### config.mk
export PLATFORM = sky130hd
export DESIGN_NAME = shift_sequencer_flat
export DESIGN_NICKNAME = d
export VERILOG_FILES = /design/src/rtl/shift_sequencer_pkg.sv /design/src/rtl/shift_sequencer_if.sv /design/src/rtl/shift_seq_counter.sv /design/src/rtl/shift_sequencer.sv /design/src/flat_wrapper.sv
export SDC_FILE = /design/constraint.sdc
export NUM_CORES = 1
export LEC_CHECK = 0
export CAP_MARGIN = 20
export CORE_UTILIZATION = 40
export CTS_CLUSTER_SIZE = 28
export DETAILED_ROUTE_END_ITERATION = 10
export PLACE_DENSITY = 0.73
export SYNTH_ARGS = -nofsm -noshare
export SYNTH_HDL_FRONTEND = slang
export SYNTH_SLANG_ARGS = --single-unit
export TNS_END_PERCENT = 1
### constraint.sdc
create_clock -name clk -period 2.1 [get_ports clk]
set_clock_uncertainty 0.15 [all_clocks]
set_input_delay 0.525 -clock clk [delete_from_list [all_inputs] [get_ports clk]]
set_output_delay 0.525 -clock clk [all_outputs]
set_load 0.005 [all_outputs]
### src/rtl/shift_sequencer_pkg.sv
// Shared types for the shift sequencer: operation codes, controller states and
// the helper that tells which way an operation moves bits.
package shift_sequencer_pkg;

   localparam int OP_W = 3;

   typedef enum logic [OP_W-1:0] {
      SHL = 3'b000,
      SHR = 3'b001,
      SAR = 3'b010,
      ROL = 3'b011,
      ROR = 3'b100
   } op_e;

   typedef enum logic [1:0] {
      IDLE,
      LOAD,
      SHIFT,
      DONE
   } state_e;

   function automatic logic is_left_op(input op_e op);
      return (op == SHL) || (op == ROL);
   endfunction

endpackage

### src/rtl/shift_sequencer_if.sv
// Command/response handshake between an ALU controller (master) and the shift
// sequencer (slave).
interface shift_sequencer_if #(
   parameter int W  = 8,
   parameter int CW = $clog2(W) + 1
);
   import shift_sequencer_pkg::*;

   logic            start;
   logic [OP_W-1:0] op;
   logic [CW-1:0]   amount;
   logic [W-1:0]    operand;
   logic            busy;
   logic            done;
   logic            err;
   logic [W-1:0]    result;
   logic            carry_out;

   modport master (
      output start, op, amount, operand,
      input  busy, done, err, result, carry_out
   );

   modport slave (
      input  start, op, amount, operand,
      output busy, done, err, result, carry_out
   );

endinterface

### src/rtl/shift_seq_counter.sv
// Loadable down-counter holding the remaining shift count; loads clamp to W so
// oversized amounts behave like a full-width shift.
module shift_seq_counter #(
   parameter int W  = 8,
   parameter int CW = $clog2(W) + 1
) (
   input  logic          clk,
   input  logic          rst,
   input  logic          load,
   input  logic          dec,
   input  logic [CW-1:0] load_val,
   output logic          is_one,
   output logic          is_zero
);

   logic [CW-1:0] count_q, count_d;

   always_comb begin
      count_d = count_q;
      if (load) begin
         count_d = (load_val > CW'(W)) ? CW'(W) : load_val;
      end else if (dec && (count_q != '0)) begin
         count_d = count_q - CW'(1);
      end
   end

   always_ff @(posedge clk) begin
      if (!rst) begin
         count_q <= '0;
      end else begin
         count_q <= count_d;
      end
   end

   assign is_one  = (count_q == CW'(1));
   assign is_zero = (count_q == '0);

endmodule

### src/rtl/shift_sequencer.sv
// Control side of the ALU shift register: runs one shift/rotate command per start.
// Define SHIFT_SEQUENCER_ROTATE_EN to support ROL/ROR; otherwise they take the error path.
module shift_sequencer
   import shift_sequencer_pkg::*;
#(
   parameter int W  = 8,
   parameter int CW = $clog2(W) + 1
) (
   input  logic             clk,
   input  logic             rst,
   shift_sequencer_if.slave cmd,
   output logic [W-1:0]     sr_parallelIn,
   output logic             sr_load,
   output logic             sr_en,
   output logic             sr_lshift,
   output logic             sr_rshift,
   output logic             sr_serialIn,
   input  logic [W-1:0]     sr_parallelOut,
   input  logic             sr_serialOut
);

   state_e       state_q, state_d;
   op_e          op_q, op_d;
   logic [W-1:0] parallel_in_q, parallel_in_d;
   logic [W-1:0] result_q, result_d;
   logic [W-1:0] shifted;
   logic         busy_q, busy_d, done_q, done_d, err_q, err_d, carry_q, carry_d;
   logic         load_q, load_d, en_q, en_d, lshift_q, lshift_d, rshift_q, rshift_d;
   logic         serial_in, start_legal;
   logic         cnt_load, cnt_dec, cnt_one, cnt_zero;

   shift_seq_counter #(.W(W), .CW(CW)) u_counter (
      .clk      (clk),
      .rst      (rst),
      .load     (cnt_load),
      .dec      (cnt_dec),
      .load_val (cmd.amount),
      .is_one   (cnt_one),
      .is_zero  (cnt_zero)
   );

   always_comb begin
`ifdef SHIFT_SEQUENCER_ROTATE_EN
      start_legal = cmd.op inside {SHL, SHR, SAR, ROL, ROR};
`else
      start_legal = cmd.op inside {SHL, SHR, SAR};
`endif
   end

   // Fill bit follows the live register contents, so it cannot be registered.
   always_comb begin
      serial_in = 1'b0;
      if (state_q == SHIFT) begin
         case (op_q)
            SAR:     serial_in = sr_parallelOut[W-1];
`ifdef SHIFT_SEQUENCER_ROTATE_EN
            ROL:     serial_in = sr_parallelOut[W-1];
            ROR:     serial_in = sr_parallelOut[0];
`endif
            default: serial_in = 1'b0;
         endcase
      end
   end

   // Value the register will hold after the final shift, so result is valid with done.
   assign shifted = lshift_q ? {sr_parallelOut[W-2:0], serial_in}
                             : {serial_in, sr_parallelOut[W-1:1]};

   always_comb begin
      state_d       = state_q;
      op_d          = op_q;
      parallel_in_d = '0;
      result_d      = result_q;
      carry_d       = carry_q;
      err_d         = 1'b0;
      cnt_load      = 1'b0;
      cnt_dec       = 1'b0;
      case (state_q)
         IDLE: begin
            if (cmd.start) begin
               cnt_load = 1'b1;
               if (start_legal) begin
                  state_d       = LOAD;
                  op_d          = op_e'(cmd.op);
                  parallel_in_d = cmd.operand;
               end else begin
                  state_d  = DONE;
                  err_d    = 1'b1;
                  result_d = '0;
                  carry_d  = 1'b0;
               end
            end
         end
         LOAD: begin
            if (cnt_zero) begin
               state_d  = DONE;
               result_d = parallel_in_q;
               carry_d  = 1'b0;
            end else begin
               state_d = SHIFT;
            end
         end
         SHIFT: begin
            cnt_dec = 1'b1;
            if (cnt_one) begin
               state_d  = DONE;
               result_d = shifted;
               carry_d  = sr_serialOut;
            end
         end
         DONE:    state_d = IDLE;
         default: state_d = IDLE;
      endcase
      busy_d   = (state_d != IDLE);
      done_d   = (state_d == DONE);
      load_d   = (state_d == LOAD);
      en_d     = (state_d == LOAD) || (state_d == SHIFT);
      lshift_d = (state_d == SHIFT) && is_left_op(op_d);
      rshift_d = (state_d == SHIFT) && !is_left_op(op_d);
   end

   always_ff @(posedge clk) begin
      if (!rst) begin
         state_q       <= IDLE;
         op_q          <= SHL;
         parallel_in_q <= '0;
         result_q      <= '0;
         carry_q       <= 1'b0;
         busy_q        <= 1'b0;
         done_q        <= 1'b0;
         err_q         <= 1'b0;
         load_q        <= 1'b0;
         en_q          <= 1'b0;
         lshift_q      <= 1'b0;
         rshift_q      <= 1'b0;
      end else begin
         state_q       <= state_d;
         op_q          <= op_d;
         parallel_in_q <= parallel_in_d;
         result_q      <= result_d;
         carry_q       <= carry_d;
         busy_q        <= busy_d;
         done_q        <= done_d;
         err_q         <= err_d;
         load_q        <= load_d;
         en_q          <= en_d;
         lshift_q      <= lshift_d;
         rshift_q      <= rshift_d;
      end
   end

   assign cmd.busy      = busy_q;
   assign cmd.done      = done_q;
   assign cmd.err       = err_q;
   assign cmd.result    = result_q;
   assign cmd.carry_out = carry_q;

   assign sr_parallelIn = parallel_in_q;
   assign sr_load       = load_q;
   assign sr_en         = en_q;
   assign sr_lshift     = lshift_q;
   assign sr_rshift     = rshift_q;
   assign sr_serialIn   = serial_in;

endmodule

### src/flat_wrapper.sv
// flat-port wrapper written by rule: the top's interface ports become plain ports
module shift_sequencer_flat import shift_sequencer_pkg::*;
#(
   parameter int W  = 8,
   parameter int CW = $clog2(W) + 1
)
  (clk, rst, sr_parallelIn, sr_load, sr_en, sr_lshift, sr_rshift, sr_serialIn, sr_parallelOut, sr_serialOut, cmd_start, cmd_op, cmd_amount, cmd_operand, cmd_busy, cmd_done, cmd_err, cmd_result, cmd_carry_out);
  shift_sequencer_if #(.W(W), .CW(CW)) cmd_i ();
  input  logic clk;
  input  logic rst;
  output logic [W-1:0] sr_parallelIn;
  output logic sr_load;
  output logic sr_en;
  output logic sr_lshift;
  output logic sr_rshift;
  output logic sr_serialIn;
  input  logic [W-1:0] sr_parallelOut;
  input  logic sr_serialOut;
  input wire logic [$bits(cmd_i.start)-1:0] cmd_start;
  input wire logic [$bits(cmd_i.op)-1:0] cmd_op;
  input wire logic [$bits(cmd_i.amount)-1:0] cmd_amount;
  input wire logic [$bits(cmd_i.operand)-1:0] cmd_operand;
  output wire logic [$bits(cmd_i.busy)-1:0] cmd_busy;
  output wire logic [$bits(cmd_i.done)-1:0] cmd_done;
  output wire logic [$bits(cmd_i.err)-1:0] cmd_err;
  output wire logic [$bits(cmd_i.result)-1:0] cmd_result;
  output wire logic [$bits(cmd_i.carry_out)-1:0] cmd_carry_out;
  assign cmd_i.start = cmd_start;
  assign cmd_i.op = cmd_op;
  assign cmd_i.amount = cmd_amount;
  assign cmd_i.operand = cmd_operand;
  assign cmd_busy = cmd_i.busy;
  assign cmd_done = cmd_i.done;
  assign cmd_err = cmd_i.err;
  assign cmd_result = cmd_i.result;
  assign cmd_carry_out = cmd_i.carry_out;
  shift_sequencer #(.W(W), .CW(CW)) u_core (.clk(clk), .rst(rst), .cmd(cmd_i), .sr_parallelIn(sr_parallelIn), .sr_load(sr_load), .sr_en(sr_en), .sr_lshift(sr_lshift), .sr_rshift(sr_rshift), .sr_serialIn(sr_serialIn), .sr_parallelOut(sr_parallelOut), .sr_serialOut(sr_serialOut));
endmodule
==> metrics.cfg, run 1 <==
[grt]
grt_max_degree = 13
grt_pass1_wl_um = 6134
grt_pass1_vias = 1351
overflow = 0
grt_usage = 0.1882
antenna_found_initial = 0

[worst_setup_path]
cp-start-kind = flip-flop
criticalPathCategory = reg -> reg
crit_fanout = 3
crit_path_end = u_core.sr_load
reg2reg_slack_ns = 0.1
reg2reg_depth = 8
rr_endpoint = u_core.sr_load
arrival_ns = 2.04
startpoint = u_core.u_counter.count_q[0]
timing.critical_path.to_type = flip-flop
cp.required_ns = 2.13
r2r_start = u_core.u_counter.count_q[0]

[synthesis]
syn_area_per_cell_um2 = 9.139
async_flop_share = 0
ys_seq_elements = 33
synth_edf_count = 0
ys.flop_type = dfxtp_1
synth_nets = 219
yosys_warnings = 0
synth_cells = 181
synth_cell_types = 38
synth_area_um2 = 1654
ys_seq_area_frac = 0.3994

[timing]
hold_viol_final = 0
finalWorstSetupSlack_ns = 0.09807
setup_viol = 0
min_period_ns = 2.002
post-route-period-util = 0.9533
worst_pin_slew_ns = 0.3157
fmax_mhz = 499.5
grt_setup_unrepaired = false
slew_violations = 0
relSlewSlack = 0.7893

[clock_network]
clock_sinks = 33
clk_latency_ns = 0.28
cts.htree.levels = 2
cts_tree = yes
postCtsSetupBuffers = 0
cts.path.max_buffers = 2
clk_pin_slew_ns = 0.07
cts_made_buffers = 5
cts_root_buf = clkbuf_8

[placed_design]
post_dp_cell_area_um2 = 2354
place.gp.congestion = 0.7524
portBuffers = 51
place_inst = 297
dp_hpwl_um = 2906
pre_cts_slack_ns = -0.3554

[routing]
antenna_left = 0
drt_iter0_markers = 38
vias_per_cell = 4.813
first_pass_iters = 4
wirelength_um = 3736
wire_per_inst_um = 12.25
drc = 0
vias = 1468

[pwr]
pwr_density_cell_nw_per_um2 = 1065
leakagePower_nw = 1.030
finalPower_mw = 2.625
comb_power_share = 0.517
switchingPower_uw = 928.0
internal_power_mw = 1.697
power_frac_seq = 0.308
pwr-share-clk = 0.175
swShare = 0.3535
ir_drop_v = 0.0006243

[final_layout]
final_cell_area_um2 = 2466
layout-drive-gt1-share = 0.1725
fillers = 340
antennaDiodeCount = 0
layout.nets = 292
final_cells = 305
final_common_cell = clkdlybuf4s50_1
syn_to_final_growth_pct = 49.09
final_cell_mix = 49 x clkdlybuf4s50_1, 32 x dfxtp_1, 28 x nand2_1
finalCoreUtilization = 0.6210

[floorplan]
dieHeight_um = 66.31
core_um2 = 3971
num_io_pins = 52
initial_utilization = 0.4165
dieArea_um2 = 4396
die_w_um = 66.31
num_rows = 23

[run_status]
outcome = complete, no violations

[run]
maxCapViolCount = 0

[worst_hold_path]
hp-class = reg -> reg
min_from = u_core.cmd.result[0]

## how the worst min path moves through the flow
stage	slack [ns]	cells after the start	endpoint
floorplan	0.30	2	u_core.cmd.result[6]
global placement	0.29	2	u_core.cmd.carry_out
detailed placement	0.30	2	u_core.cmd.result[0]
CTS	0.31	2	u_core.cmd.result[0]
global route	0.34	2	u_core.cmd.result[3]
finish	0.31	2	u_core.cmd.result[0]
## layout make-up
class                           count  area (um2)  area share
Inverter                            9       33.78     0.01370
Tap cell                           50       62.56     0.02537
Clock inverter                      1       7.507    0.003044
Clock buffer                        7       76.32     0.03095
Sequential cell                    33       661.9      0.2684
Multi-Input combinational cell    131       943.4      0.3825
Timing Repair Buffer               74       680.7      0.2760
## timing repair
action | CTS | global route
gates cloned | 0 | 0
hold buffers | 0 | 0
pin swaps | 0 | 2
resized for setup | 5 | 6
setup endpoints to repair | 5 | 6
## per-layer routing
metal,up-vias,track usage,part of all wire
li1,755,-,-
met1,672,0.2362,0.46
met4,0,0.09574,0.026
met3,8,0.04310,0.038
met5,-,0,0
met2,33,0.2985,0.47
## cell families (layout without fill, tap and decap cells)
family | count (synthesis) | after routing | share of synthesized area
and+or+nand+nor | 76 | 76 | 0.2451
DFF | 33 | 33 | 0.3994
AOI/OAI and AO/OA | 23 | 23 | 0.09758
muxes | 19 | 19 | 0.1157
buffers and inverters | 17 | 91 | 0.04841
adders and majority gates | 11 | 11 | 0.08321
xor gates and xnor gates | 2 | 2 | 0.01059
## critical path: stages (launching register included)
cell and delay, ns:
dfxtp_1 0.37, inv_1 0.08, ha_1 0.21, and4bb_2 0.25, nor4b_4 0.26, nor3_2 0.09, buf_4 0.15, ha_1 0.19
and2_1 0.15
## registers in the layout, indices dropped and copies added (netlist names)
| register | count |
|---|---|
| u_core.cmd.result | 8 |
| u_core.sr_parallelIn | 8 |
| u_core.u_counter.count_q | 4 |
| u_core.op_q | 3 |
| u_core.state_q | 2 |
| u_core.cmd.busy | 1 |
| u_core.cmd.carry_out | 1 |
| u_core.cmd.done | 1 |
| u_core.cmd.err | 1 |
| u_core.sr_en | 1 |
| u_core.sr_load | 1 |
| u_core.sr_lshift | 1 |
| u_core.sr_rshift | 1 |
## synth_stat cells, drive strengths merged, types with 2 or more instances
cell type	n	area, um2
and2	12	76.33
dfxtp	33	660.6
nand4b	2	17.52
nor3	6	30.03
nand2	30	122.6
inv	9	33.78
and3	3	18.77
ha	11	137.6
nor4	2	12.51
nor2	12	47.55
o21ai	11	55.05
a21oi	6	30.03
or3b	2	20.02
buf	3	17.52
clkbuf	5	28.77
nor2b	2	12.51
mux2i	18	180.2
## through the flow
stage / setup TNS (ns) / hold slack [ns]
floorplan: 0 / 0.3044
global placement: -2.001 / 0.2940
detailed placement: -2.649 / 0.3037
CTS: -0.04827 / 0.3134
global route: 0 / 0.3420
finish: 0 / 0.3069
## power groups by stage
stage | clock (mW) | combinational [mW] | sequential (mW)
final | 0.460 | 1.36 | 0.808
after global routing | 0.502 | 1.51 | 0.823
after CTS | 0.476 | 1.34 | 0.805
after detailed placement | 0 | 1.31 | 0.817
after global placement | 0 | 1.28 | 0.816
after floorplan | 0 | 0.803 | 0.818
Note: power is estimated with default switching activity, not from simulation.
==> inputs of run 2 (changes only) <==
--- a/config.mk
+++ b/config.mk
@@ -7,7 +7,7 @@
 export LEC_CHECK = 0
 export CAP_MARGIN = 20
 export CORE_UTILIZATION = 40
-export CTS_CLUSTER_SIZE = 28
+export CTS_CLUSTER_SIZE = 24
 export DETAILED_ROUTE_END_ITERATION = 10
 export PLACE_DENSITY = 0.73
 export SYNTH_ARGS = -nofsm -noshare
==> results of run 2 <==
The final DEF is identical to that of run 1; final timing and power are the same.
==> inputs of run 3 (changes only) <==
--- a/config.mk
+++ b/config.mk
@@ -7,6 +7,7 @@
 export LEC_CHECK = 0
 export CAP_MARGIN = 20
 export CORE_UTILIZATION = 40
+export CTS_BUF_LIST = sky130_fd_sc_hd__clkbuf_8
 export CTS_CLUSTER_SIZE = 24
 export DETAILED_ROUTE_END_ITERATION = 10
 export PLACE_DENSITY = 0.73
==> metrics.cfg, run 3 (synthesis gave the netlist of run 1 again) <==
[worst_hold_path]
min_from = u_core.cmd.result[0]
min_to = u_core.cmd.result[0]
hp-class = reg -> reg
holdPathStages = 2  ; unchanged

[worst_setup_path]
cp_slowest_stage_delay_ns = 0.37  ; about the same
crit_fanout = 3  ; unchanged
reg2reg_depth = 8  ; unchanged
path_common_cell = ha_1
timing.critical_path.to_type = flip-flop
arrival_ns = 2.04  ; about the same
path_buf_inv = 2  ; unchanged
cp.required_ns = 2.13  ; about the same
r2r_start = u_core.u_counter.count_q[0]
rr_endpoint = u_core.sr_load
cp_top_family = simple AND/OR/NAND/NOR gates
criticalPathCategory = reg -> reg
crit_path_top_delay_cell = dfxtp_1
cp_cell_sequence = inv_1 > ha_1 > and4bb_2 > nor4b_4 > nor3_2 > buf_4 > ha_1 > and2_1
reg2reg_slack_ns = 0.1  ; about the same
cp-start-kind = flip-flop

[final_layout]
fillers = 340  ; unchanged
antennaDiodeCount = 0  ; unchanged
final_common_cell = clkdlybuf4s50_1
syn_to_final_growth_pct = 49.09  ; unchanged
final_cells = 305  ; unchanged
layout.nets = 292  ; unchanged
final_cell_mix = 49 x clkdlybuf4s50_1, 32 x dfxtp_1, 28 x nand2_1
layout-drive-gt1-share = 0.1725  ; unchanged

[pwr]
ir_drop_v = 0.0006243  ; about the same
pwr_density_cell_nw_per_um2 = 1061  ; -0.35%
internal_power_mw = 1.688  ; -0.58%
switchingPower_uw = 928.5  ; about the same
leakagePower_nw = 1.038  ; +0.80%
pwr-share-clk = 0.172  ; -0.003
comb_power_share = 0.519  ; +0.002
swShare = 0.3549  ; +0.001467
power_frac_seq = 0.309  ; about the same

[clock_network]
cts.path.max_buffers = 2  ; unchanged
cts_tree = yes
clk_pin_slew_ns = 0.07  ; about the same
clock_sinks = 33  ; unchanged
cts_hold_buf = 0  ; unchanged
cts.htree.levels = 2  ; unchanged
cts_made_buffers = 5  ; unchanged
clk_latency_ns = 0.28  ; about the same
cts_root_buf = clkbuf_8

[routing]
wirelength_um = 3735  ; about the same
vias_per_cell = 4.816  ; about the same
vias = 1469  ; +0.068%
antenna_left = 0  ; unchanged
wire_per_inst_um = 12.25  ; about the same
drc = 0  ; unchanged
first_pass_iters = 4  ; unchanged
drt_iter0_markers = 39  ; +2.6%

[floorplan]
die_w_um = 66.31  ; unchanged
num_io_pins = 52  ; unchanged
dieArea_um2 = 4396  ; unchanged
dieHeight_um = 66.31  ; unchanged
core_um2 = 3971  ; unchanged
initial_utilization = 0.4165  ; unchanged
num_rows = 23  ; unchanged

[timing]
relSlewSlack = 0.7888  ; about the same
fmax_mhz = 499.5  ; about the same
finalWorstSetupSlack_ns = 0.09814  ; +0.00006120 ns
setup_viol = 0  ; unchanged
post-route-period-util = 0.9533  ; about the same
hold_viol_final = 0  ; unchanged
grt_setup_unrepaired = false
worst_pin_slew_ns = 0.3165  ; +0.0008149 ns
slew_violations = 0  ; unchanged
min_period_ns = 2.002  ; -0.00006120 ns

[placed_design]
pre_cts_slack_ns = -0.3554  ; unchanged
place_inst = 297  ; unchanged
place.gp.congestion = 0.7524  ; unchanged
dp_hpwl_um = 2906  ; unchanged
portBuffers = 51  ; unchanged

[grt]
grt_pass1_vias = 1351  ; unchanged
grt_max_degree = 13  ; unchanged
grt_pass1_wl_um = 6134  ; unchanged
overflow = 0  ; unchanged
antenna_found_initial = 0  ; unchanged
grt_usage = 0.1882  ; unchanged

[run]
maxCapViolCount = 0  ; unchanged

[run_status]
outcome = complete, no violations

run 3: cell types whose count changed in the layout (fill, tap and decap cells not counted):
cell and change:
clkbuf_1 -2, inv_1 +2
run 3: worst max path at each step:
stage	startpoint	end	cells past startpoint
after floorplan	u_core.u_counter.count_q[1]	u_core.sr_rshift	8
after global placement	sr_parallelOut[7]	sr_serialIn	4
after detailed placement	sr_parallelOut[7]	sr_serialIn	4
after CTS	sr_parallelOut[7]	sr_serialIn	4
after global routing	u_core.u_counter.count_q[1]	u_core.sr_rshift	8
final	u_core.u_counter.count_q[0]	u_core.sr_load	8
run 3: stage by stage:
step | cell area, um2 | power [mW] | setup TNS [ns] | hold WS (ns) | utilization
finish | 2466 | 2.616 | 0 | 0.3070 | 0.6210
detailed placement | 2354 | 2.132 | -2.649 | 0.3037 | 0.5926
global route | 2466 | 2.826 | 0 | 0.3420 | 0.6210
global placement | 2354 | 2.100 | -2.001 | 0.2940 | 0.5926
floorplan | 1654 | 1.621 | 0 | 0.3044 | -
CTS | 2450 | 2.611 | -0.04827 | 0.3134 | 0.6169
run 3: per-layer routing:
metal / vias to the layer above / track usage / routed length, um
li1: 755 / - / -
met1: 673 / 0.2362 / 1725
met2: 33 / 0.2985 / 1768
met3: 8 / 0.04310 / 140
met4: 0 / 0.09574 / 99
met5: - / 0 / 0
run 3: worst register-to-register path: stages (launching register included):
cell and delay [ns]:
dfxtp_1 0.37, inv_1 0.08, ha_1 0.21, and4bb_2 0.25, nor4b_4 0.26, nor3_2 0.09, buf_4 0.15, ha_1 0.19
and2_1 0.15
run 3: area by class of cell:
cell class	count	area, um2	share of cell area
multi-input cells	131	943.4	0.3825
repair buffers	74	680.7	0.2760
flip-flops and latches	33	661.9	0.2684
clock buffers	5	68.82	0.02790
well taps	50	62.56	0.02537
inverters	9	33.78	0.01370
clock inverters	3	15.01	0.006088
run 3: repair_timing:
item,4_1_cts,5_1_grt
gates resized for setup,5,6
buffers inserted,0,0
setup endpoints to repair,5,6
pin swaps,0,2
run 3: power groups by stage:
stage,clock [mW],sequential (mW),combinational [mW]
after CTS,0.467,0.805,1.34
after detailed placement,0,0.817,1.31
final,0.451,0.808,1.36
after global routing,0.493,0.823,1.51
after floorplan,0,0.818,0.803
after global placement,0,0.816,1.28
